### src/rtl/mem_wb_stage.sv
// MEM/WB pipeline register: carries the MEM-stage write-back bundle to WB,
// with stall hold, bubble insertion, exception flush and a bubble counter.
module mem_wb_stage #(
  parameter int unsigned DATA_W  = 32,
  parameter int unsigned ADDR_W  = 5,
  parameter int unsigned HILO_EN = 1,
  parameter int unsigned CNT_W   = 16
) (
  input  logic              clk,
  input  logic              rst,
  input  logic              stall_mem,
  input  logic              stall_wb,
  input  logic              flush,
  input  logic              mem_valid,
  input  logic [ADDR_W-1:0] mem_wd,
  input  logic              mem_wreg,
  input  logic [DATA_W-1:0] mem_wdata,
  input  logic              mem_whilo,
  input  logic [DATA_W-1:0] mem_hi,
  input  logic [DATA_W-1:0] mem_lo,
  input  logic              mem_llbit_we,
  input  logic              mem_llbit_value,
  output logic              wb_valid,
  output logic [ADDR_W-1:0] wb_wd,
  output logic              wb_wreg,
  output logic [DATA_W-1:0] wb_wdata,
  output logic              wb_whilo,
  output logic [DATA_W-1:0] wb_hi,
  output logic [DATA_W-1:0] wb_lo,
  output logic              wb_llbit_we,
  output logic              wb_llbit_value,
  output logic [CNT_W-1:0]  bubble_cnt
);

  localparam logic [CNT_W-1:0] CNT_MAX = '1;

  logic load_bubble;
  logic hold;

  // Flush beats every stall; a frozen MEM with a running WB must not retire twice.
  always_comb begin
    load_bubble = flush | (stall_mem & ~stall_wb);
    hold        = stall_wb & ~flush;
  end

  // GPR / LLbit / valid part of the bundle.
  always_ff @(posedge clk) begin
    if (rst || load_bubble) begin
      wb_valid       <= 1'b0;
      wb_wd          <= '0;
      wb_wreg        <= 1'b0;
      wb_wdata       <= '0;
      wb_llbit_we    <= 1'b0;
      wb_llbit_value <= 1'b0;
    end else if (!hold) begin
      wb_valid       <= mem_valid;
      wb_wd          <= mem_wd;
      wb_wreg        <= mem_wreg & mem_valid;
      wb_wdata       <= mem_wdata;
      wb_llbit_we    <= mem_llbit_we & mem_valid;
      wb_llbit_value <= mem_llbit_value;
    end
  end

  // Saturating bubble/flush event counter; held cycles are not counted.
  always_ff @(posedge clk) begin
    if (rst) begin
      bubble_cnt <= '0;
    end else if (load_bubble && (bubble_cnt != CNT_MAX)) begin
      bubble_cnt <= bubble_cnt + CNT_W'(1);
    end
  end

  generate
    if (HILO_EN != 0) begin : g_hilo
      // HI/LO part of the bundle, same update rules as the GPR part.
      always_ff @(posedge clk) begin
        if (rst || load_bubble) begin
          wb_whilo <= 1'b0;
          wb_hi    <= '0;
          wb_lo    <= '0;
        end else if (!hold) begin
          wb_whilo <= mem_whilo & mem_valid;
          wb_hi    <= mem_hi;
          wb_lo    <= mem_lo;
        end
      end
    end else begin : g_no_hilo
      logic unused_hilo;
      assign unused_hilo = ^{mem_whilo, mem_hi, mem_lo};
      assign wb_whilo    = 1'b0;
      assign wb_hi       = '0;
      assign wb_lo       = '0;
    end
  endgenerate

endmodule

### config.mk
export PLATFORM = sky130hd
export DESIGN_NAME = mem_wb_stage
export DESIGN_NICKNAME = d
export VERILOG_FILES = /design/src/rtl/mem_wb_stage.sv
export SDC_FILE = /design/constraint.sdc
export NUM_CORES = 1
export LEC_CHECK = 0
export BUFFER_PORTS_ARGS = -buffer_cell sky130_fd_sc_hd__buf_4
export CORE_ASPECT_RATIO = 1.4
export CORE_UTILIZATION = 40
export CTS_BUF_LIST = sky130_fd_sc_hd__clkbuf_4 sky130_fd_sc_hd__clkbuf_8
export DETAILED_ROUTE_END_ITERATION = 7
export PLACE_DENSITY = 0.82
export SYNTH_ARGS = -nofsm -noshare
export SYNTH_HDL_FRONTEND = slang
export SYNTH_SLANG_ARGS = --single-unit
### constraint.sdc
create_clock -name clk -period 2.1 [get_ports clk]
set_input_delay 0.42 -clock clk [delete_from_list [all_inputs] [get_ports clk]]
set_output_delay 0.42 -clock clk [all_outputs]
set_load 0.1 [all_outputs]
Word-level counts from Yosys, hierarchy flattened
Cells that the tools add are included.
Widths: inputs -> output; s select.
Storage, ports and cells
  word-level logic and storage cells: 22
  output and inout port bits: 122
  flip-flop bits (word level): 122
  input port bits: 111
Cells by class
  equal/unequal tests: 1
  bitwise logic cells: 8
  add/subtract/negate cells: 1
  reduce and logical (&&, ||, !) cells: 2
Operators by type and width (number)
  $add 16x1->16 const B: 1
  $ne 16x16->1 const B: 1
  $and 1x1->1: 5
  $not 1->1: 2
  $logic_and 1x1->1: 1
  $logic_or 1x1->1: 1
  $or 1x1->1: 1

Depth between registers and ports, before layout
Gate-level depths: netlist of run 1.
  word-level depth: 4
  gate-level depth with buffers: 6

Worst setup path after synthesis of run 1
Ideal clock, no wire load.
  path kind: reg2reg
  from: reg bubble_cnt[1]
  to: reg bubble_cnt[5]
  path buffers: 1
  stages on the path, launching flop included: 7
  data arrival time: 2.325 ns
  clock period less this slack: 2.428 ns
  path slack: -0.328 ns
  path through: dfxtp_1 -> ha_1 -> nand4_1 -> nor4_4 -> buf_6 -> o311ai_0 -> o41ai_1
On the way
  longest elaborated chain between the ends: 2
RTL lines
  start, declared: line 32  | output logic [CNT_W-1:0] bubble_cnt
  start signal, assigned: line 70  | bubble_cnt <= bubble_cnt + CNT_W'(1);
  branches (longest 2 deep; another with $add 16x1->16)
Several ways; the timed one is not identified.
A chain may end at the register's enable or synchronous reset.

Worst setup path after layout of run 1
  from: reg bubble_cnt[0]
  to: reg bubble_cnt[9]
The elaborated chain is that of the path after synthesis.

==> results of run 1 <==
## state kept, by name, summed over array words and instances, names as in the netlist
name and flops:
bubble_cnt 16, wb_hi 32, wb_llbit_value 1, wb_llbit_we 1
wb_lo 32, wb_valid 1, wb_wd 5, wb_wdata 32
wb_whilo 1, wb_wreg 1
## cell usage after synthesis (all sizes together) (2+ instances only)
cell type | n | area [sq um]
clkbuf | 28 | 115
buf | 10 | 51.3
nor3 | 3 | 15.0
nor2 | 5 | 18.8
nor4 | 3 | 33.8
nand4 | 4 | 40.0
o31ai | 6 | 45.0
o31a | 2 | 20.0
inv | 3 | 11.3
nand3 | 7 | 35.0
a21oi | 116 | 581
o2111ai | 2 | 35.0
o21ai | 5 | 25.0
dfxtp | 122 | 2440
or3 | 2 | 13.8
mux2 | 3 | 33.8
nand2 | 214 | 803
or4 | 6 | 45.0
nor2b | 5 | 38.8
## metrics by stage
stage / power [mW] / hold WS, ps / cell area, sq um
floorplan: 3.20 / 560 / 4540
detailed placement: 3.54 / 445 / 6390
global route: 6.16 / 214 / 6860
CTS: 6.01 / 210 / 6860
finish: 5.94 / 246 / 6860
global placement: 3.52 / 438 / 6390
## worst min-delay path by stage
| stage | slack (ps) | start | endpoint |
|---|---|---|---|
| global route | 210 | mem_wdata[13] | wb_wdata[13] |
| CTS | 210 | mem_wdata[18] | wb_wdata[18] |
| floorplan | 560 | mem_hi[0] | wb_hi[0] |
| finish | 250 | mem_wdata[18] | wb_wdata[18] |
| detailed placement | 440 | wb_hi[5] | wb_hi[5] |
| global placement | 440 | wb_hi[24] | wb_hi[24] |
## power by group
part | internal (mW) | switching [mW]
Combinational | 0.292 | 0.761
Sequential | 2.39 | 0.0432
Clock | 1.49 | 0.967
## critical path: cells and delay by family, from the launching register on
kind / cells / cell delay, ps
buf+inv: 1 / 190
flops: 1 / 360
compound gates: 1 / 160
simple gates: 3 / 750
fa+ha+maj: 1 / 270
## routing by layer
layer  vias to the layer above  part of all wire [%]  GRT usage [%]
li1                       2303                     -              -
met5                         -                     0              0
met4                         0                   1.7           8.27
met1                      2149                    40           24.1
met3                        18                   8.7           7.83
met2                       205                    50           38.0
## kinds of logic (layout without fill, tap and decap cells)
kind of cell | Yosys count | count (layout) | synth area share [%]
simple gates | 256 | 256 | 24.3
compound gates | 136 | 136 | 16.5
flops | 122 | 122 | 54.1
buf+inv | 42 | 275 | 4.13
mux | 3 | 3 | 0.748
fa+ha+maj | 1 | 1 | 0.277
## final cells by class
cell class,count,area [sq um],area share [%]
clock buffers,19,262,3.81
repair buffers,240,1830,26.6
well taps,141,176,2.57
clock inverters,13,214,3.12
flip-flops and latches,122,2460,35.9
multi-input cells,396,1910,27.8
inverters,3,11.3,0.164
==> impl_metrics.json, run 1 <==
{
  "critPathSlowestCell": "or4_1",
  "worst_pin_slew_ps": 666,
  "place_congestion": 0.823,
  "final_common_cell": "buf_4",
  "critPathCapture": "bubble_cnt[9]",
  "drive_gt1_share_pct": 38.3,
  "outcome": "complete, no violations",
  "dp_cells": 902,
  "finalHoldViolCount": 0,
  "cts.sinks": 122,
  "clk-insertion-delay-late_ps": 420,
  "r2r-end": "bubble_cnt[9]",
  "grt_pass1_vias": 4510,
  "crit_type": "reg2reg",
  "setup_slack_ps": 297,
  "period_needed_ps": 1800,
  "wl_per_cell_um": 13.7,
  "ys_warn_count": 0,
  "drtPass1Iterations": 4,
  "leakagePower_nw": 3.13,
  "die_w_um": 91.8,
  "ys.flop_type": "dfxtp_1",
  "crit_required_ps": 2440,
  "die_y_um": 128,
  "p_per_area_nw_per_um2": 866,
  "antenna_found_initial": 0,
  "max_freq_mhz": 555,
  "io_buffers": 232,
  "most-common-layout-cells": "238 x buf_4, 213 x nand2_1, 116 x a21oi_1",
  "cts_root_buf": "clkbuf_8",
  "yosys_register_bits": 122,
  "dp_hpwl_um": 9180,
  "fill_cells": 897,
  "ctsResizeCount": 0,
  "ir_drop_mv": 0.494,
  "synth_area_sq_um": 4520,
  "drtIter0Drc": 180,
  "grt_pass1_wl_um": 20400,
  "crit_path_max_incr_delay_ps": 480,
  "worstPathMaxFanout": 18,
  "post-route-util_pct": 62.8,
  "hp-class": "in2reg",
  "syn_inst": 560,
  "max_cap_viol_count": 0,
  "io_pins": 233,
  "whs_path_depth": 3,
  "htreeDepth": 4,
  "path_cells": "ha_1, nand4_1, nor4_4, buf_4, or4_1, a21oi_1",
  "setup_viol": 0,
  "final_cells": 934,
  "arrival_ps": 2140,
  "avgViaCountPerCell": 5.01,
  "setup_tns_ps": 0,
  "rsz0062_at_grt": "false",
  "pre_cts_slack_ps": 233,
  "critPathLaunchType": "flop",
  "cts_tree": "done",
  "drc": 0,
  "core_sq_um": 10900,
  "reg2reg_from": "bubble_cnt[0]",
  "row_count": 45,
  "reg2regPathDepth": 6,
  "synth.net_count": 672,
  "syn2layout_area_growth_pct": 51.9,
  "avgSynthCellArea_sq_um": 8.07,
  "ff2ff_setup_slack_ps": 300,
  "synth-async-reset-ratio_pct": 0,
  "diodes": 0,
  "grt.total_usage_pct": 21.7,
  "fin_nets": 892,
  "startpoint": "bubble_cnt[0]",
  "period_share_pct": 85.8,
  "maxSlewHeadroom_pct": 55.4,
  "path_clk_slew_ps": 80,
  "cts_hold_buf": 0,
  "end_kind": "flop",
  "ys_seq_area_share_pct": 54.1,
  "wl_um": 12800,
  "ys_types": 41,
  "post_cts_buffers": 0,
  "clock_path_buffers": 2,
  "grt_max_degree": 62,
  "numCtsBuffers": 17,
  "gr-total-overflow": 0,
  "vias": 4675,
  "fin_skew_ps": 10.4,
  "synth_edf_count": 0,
  "die-area_sq_um": 11700,
  "slew_violations": 0,
  "initial_core_util_pct": 41.4,
  "antenna_left": 0
}
No activity file was read; power rests on OpenSTA's default activity.
==> run 2: changes to the inputs <==
--- a/config.mk
+++ b/config.mk
@@ -10,7 +10,7 @@
 export CORE_UTILIZATION = 40
 export CTS_BUF_LIST = sky130_fd_sc_hd__clkbuf_4 sky130_fd_sc_hd__clkbuf_8
 export DETAILED_ROUTE_END_ITERATION = 7
-export PLACE_DENSITY = 0.82
+export PLACE_DENSITY = 0.77
 export SYNTH_ARGS = -nofsm -noshare
 export SYNTH_HDL_FRONTEND = slang
 export SYNTH_SLANG_ARGS = --single-unit
==> run 2 against run 1 <==
  * Clock skew fell by 8.7 ps
  * Global-route usage fell by 0.50 points
  * Total power fell by 1.6%
  * Largest power group is now sequential cells
  * Sequential share of layout area barely moved
  * Setup slack improved by 21 ps
==> impl_metrics.json, run 2 (same netlist as run 1, synthesis figures left out) <==
{
  "drc": 0,
  "drtIter0Drc": 173,
  "dp_hpwl_um": 8980,
  "clk-insertion-delay-late_ps": 420,
  "max_freq_mhz": 561,
  "power_mw": 5.85,
  "cts.sinks": 122,
  "syn2layout_area_growth_pct": 51.7,
  "fill_cells": 926,
  "io_buffers": 232,
  "core_sq_um": 10900,
  "end_kind": "flop",
  "setup_slack_ps": 318,
  "p_per_area_nw_per_um2": 853,
  "pre_cts_slack_ps": 303,
  "path_clk_slew_ps": 80,
  "cts_root_buf": "clkbuf_8",
  "fin_nets": 890,
  "die_y_um": 128,
  "leakagePower_nw": 3.13,
  "antenna_left": 0,
  "multi_input_area_sq_um": 1910,
  "arrival_ps": 2100,
  "numCtsBuffers": 17,
  "drtPass1Iterations": 4,
  "register_area_sq_um": 2460,
  "cts_hold_buf": 0,
  "post_cts_buffers": 0,
  "reg_top3": "wb_hi: 32 flops, wb_lo: 32 flops, wb_wdata: 32 flops",
  "io_pins": 233,
  "setup_viol": 0,
  "maxSlewHeadroom_pct": 57.0,
  "slew_violations": 0,
  "row_count": 45,
  "clock_path_buffers": 2,
  "reg2regPathDepth": 5,
  "outcome": "complete, no violations",
  "worst_pin_slew_ps": 642,
  "final_common_cell": "buf_4",
  "gr-total-overflow": 0,
  "diodes": 0,
  "cts_tree": "done",
  "ctsResizeCount": 0,
  "rsz0062_at_grt": "false",
  "vias": 4665,
  "die-area_sq_um": 11700,
  "drive_gt1_share_pct": 38.2,
  "htreeDepth": 4,
  "place_congestion": 0.868,
  "die_w_um": 91.8,
  "worstPathMaxFanout": 7,
  "crit_required_ps": 2410,
  "whs_path_depth": 3,
  "avgViaCountPerCell": 5.01,
  "most-common-layout-cells": "234 x buf_4, 213 x nand2_1, 116 x a21oi_1",
  "fin_hold_ws_ps": 235,
  "critPathLaunchType": "flop",
  "grt_pass1_wl_um": 19900,
  "antenna_found_initial": 0,
  "setup_tns_ps": 0,
  "finalHoldViolCount": 0,
  "max_cap_viol_count": 0,
  "wl_per_cell_um": 13.6,
  "initial_core_util_pct": 41.4,
  "fin_skew_ps": 1.73,
  "wl_um": 12700,
  "hp-class": "in2reg",
  "crit_type": "reg2reg",
  "period_needed_ps": 1780,
  "grt_max_degree": 107,
  "grt.total_usage_pct": 21.2,
  "ir_drop_mv": 0.617,
  "period_share_pct": 84.8,
  "grt_pass1_vias": 4340
}
-- run 2: cell type report --
type / count / share of cell area, %
Inverter: 3 / 0.164
Timing Repair Buffer: 238 / 26.8
Multi-Input combinational cell: 396 / 27.9
Clock buffer: 18 / 3.61
Sequential cell: 122 / 35.9
Clock inverter: 14 / 3.05
Tap cell: 141 / 2.57
-- run 2: where the power goes --
part           switching (mW)  leakage (nW)  internal, mW
logic                   0.765          1.90         0.295
clock network            1.00         0.227          1.36
registers              0.0417          1.00          2.39
-- run 2: worst paths after layout --
kind / startpoint / to / slack, ps
hold / removal: mem_lo[12] / wb_lo[12] / 240
setup reg to reg: bubble_cnt[0] / bubble_cnt[10] / 320
hold reg to reg: wb_hi[9] / wb_hi[9] / 450
setup / recovery: bubble_cnt[0] / bubble_cnt[10] / 320
-- run 2: per-layer routing --
layer | track usage [%] | share of wire, %
met5 | 0 | 0
met4 | 8.82 | 1.6
met3 | 5.99 | 8.0
met2 | 36.9 | 50
met1 | 24.4 | 40
-- run 2: metrics by stage --
stage / area (sq um) / std cells / utilization [%]
2_1_floorplan: 4540 / 560 / -
3_3_place_gp: 6400 / 900 / 58.6
3_5_place_dp: 6400 / 900 / 58.6
5_1_grt: 6850 / 932 / 62.7
4_1_cts: 6850 / 932 / 62.7
6_report: 6850 / 932 / 62.7
-- run 2: worst max-delay path, cell delays in order, from the launching register on --
cell	delay (ps)
dfxtp_2	380
ha_1	240
nand4_1	230
nor3_1	520
nor4_1	110
o21a_1	200
==> run 3: changes to the inputs <==
==> constraint.sdc (replaced) <==
create_clock -name clk -period 1.8 [get_ports clk]
set_input_delay 0.36 -clock clk [delete_from_list [all_inputs] [get_ports clk]]
set_output_delay 0.36 -clock clk [all_outputs]
set_load 0.1 [all_outputs]
==> run 3 against run 2 <==
  * Total power grew 13%
  * Clock-buffer cell count grew 3
  * Flip-flop and latch count is the same
  * Routed wire length grew 3.8%
  * Cell count grew 0.43%
  * Critical endpoint is now bubble_cnt[15]
==> impl_metrics.json, run 3 (same netlist as run 1, synthesis figures left out) <==
{
  "hold_start": "mem_wd[1]",
  "antenna_found_initial": 0,
  "drtPass1Iterations": 5,
  "holdPathEnd": "wb_wd[1]",
  "outcome": "complete, no violations",
  "grt_max_degree": 61,
  "cts_root_buf": "clkbuf_8",
  "r2r-end": "bubble_cnt[15]",
  "most-common-layout-cells": "239 x buf_4, 213 x nand2_1, 116 x a21oi_1",
  "dp_hpwl_um": 9550,
  "avgViaCountPerCell": 5.00,
  "wl_per_cell_um": 14.1,
  "drive_gt1_share_pct": 38.6,
  "io_buffers": 232,
  "grt.total_usage_pct": 22.3,
  "die_y_um": 128,
  "dp_cells": 903,
  "path_clk_slew_ps": 80,
  "slew_violations": 0,
  "reg_top3": "wb_hi: 32 flops, wb_lo: 32 flops, wb_wdata: 32 flops",
  "die_w_um": 91.8,
  "antenna_left": 0,
  "post-route-util_pct": 63.0,
  "final_cells": 936,
  "cts_tree": "done",
  "crit_required_ps": 2120,
  "reg2regPathDepth": 6,
  "worstPathMaxFanout": 7,
  "rsz0062_at_grt": "false",
  "vias": 4676,
  "diodes": 0,
  "period_needed_ps": 1720,
  "io_pins": 233,
  "gr-total-overflow": 0,
  "period_share_pct": 95.5,
  "max_freq_mhz": 582,
  "crit_type": "reg2reg",
  "worst_pin_slew_ps": 586,
  "grt_pass1_vias": 4598,
  "setup_tns_ps": 0,
  "ctsResizeCount": 0,
  "grt_pass1_wl_um": 20800,
  "numCtsBuffers": 17,
  "ir_drop_mv": 0.491,
  "cts.sinks": 122,
  "wl_um": 13200,
  "clk-insertion-delay-late_ps": 430,
  "finalHoldViolCount": 0,
  "reg2reg_from": "bubble_cnt[0]",
  "core_sq_um": 10900,
  "end_kind": "flop",
  "max_cap_viol_count": 0,
  "drc": 0,
  "arrival_ps": 2040,
  "whs_path_depth": 3,
  "syn2layout_area_growth_pct": 52.4,
  "htreeDepth": 4,
  "final_common_cell": "buf_4",
  "row_count": 45,
  "fin_skew_ps": 14.4,
  "critPathLaunchType": "flop",
  "die-area_sq_um": 11700,
  "ff2ff_setup_slack_ps": 80,
  "drtIter0Drc": 149,
  "maxSlewHeadroom_pct": 61.0,
  "clock_path_buffers": 2,
  "initial_core_util_pct": 41.4,
  "fin_nets": 894,
  "hp-class": "in2reg",
  "leakagePower_nw": 3.13,
  "p_per_area_nw_per_um2": 960,
  "setup_viol": 0,
  "place_congestion": 0.833
}
[run 3: metal layers]
layer / up-vias / wire, um / share of wire, % / global-route usage, %
li1: 2309 / - / - / -
met1: 2140 / 4910 / 37 / 22.9
met2: 201 / 6880 / 52 / 41.0
met3: 26 / 1030 / 7.8 / 7.00
met4: 0 / 348 / 2.6 / 10.5
met5: - / 0 / 0 / 0
[run 3: timing repair]
item,CTS,global route
setup buffers,0,1
hold buffers,0,0
setup endpoints to repair,0,1
[run 3: area by class of cell]
class                   count  area, sq um
multi-input cells         396         1920
inverters                   3         11.3
clock inverters            11          144
flip-flops and latches    122         2490
repair buffers            242         1850
clock buffers              21          283
well taps                 141          176
fillers                   925         4040
[run 3: through the flow]
stage	worst slack (ps)	total power [mW]	area, sq um	hold WS, ps
after floorplan	1.01	3.72	4580	500
after global placement	144	4.11	6450	438
after detailed placement	61.5	4.13	6450	443
after CTS	68.0	6.70	6880	148
after global routing	0.515	6.87	6880	156
final	81.2	6.61	6880	186
[run 3: worst max-delay path: stages (launching register included)]
cell and delay, ps:
dfxtp_4 390, ha_4 170, nand4_1 190, nor4_4 330, buf_4 190, nor3b_1 70
mux2_2 290
[run 3: where the power goes]
group | switching [mW] | internal, mW | leakage [nW]
clock | 1.05 | 1.49 | 0.219
combinational | 0.896 | 0.348 | 1.91
sequential | 0.0505 | 2.77 | 1.00
total | 2.00 | 4.61 | 3.13
[run 3: how the worst max path moves through the flow]
| stage | from | end | slack [ps] |
|---|---|---|---|
| CTS | bubble_cnt[0] | bubble_cnt[5] | 70 |
| global route | bubble_cnt[0] | bubble_cnt[5] | 0.5 |
| detailed placement | bubble_cnt[0] | bubble_cnt[5] | 60 |
| finish | bubble_cnt[0] | bubble_cnt[15] | 80 |
| floorplan | bubble_cnt[13] | bubble_cnt[15] | 1 |
| global placement | stall_wb | bubble_cnt[13] | 140 |
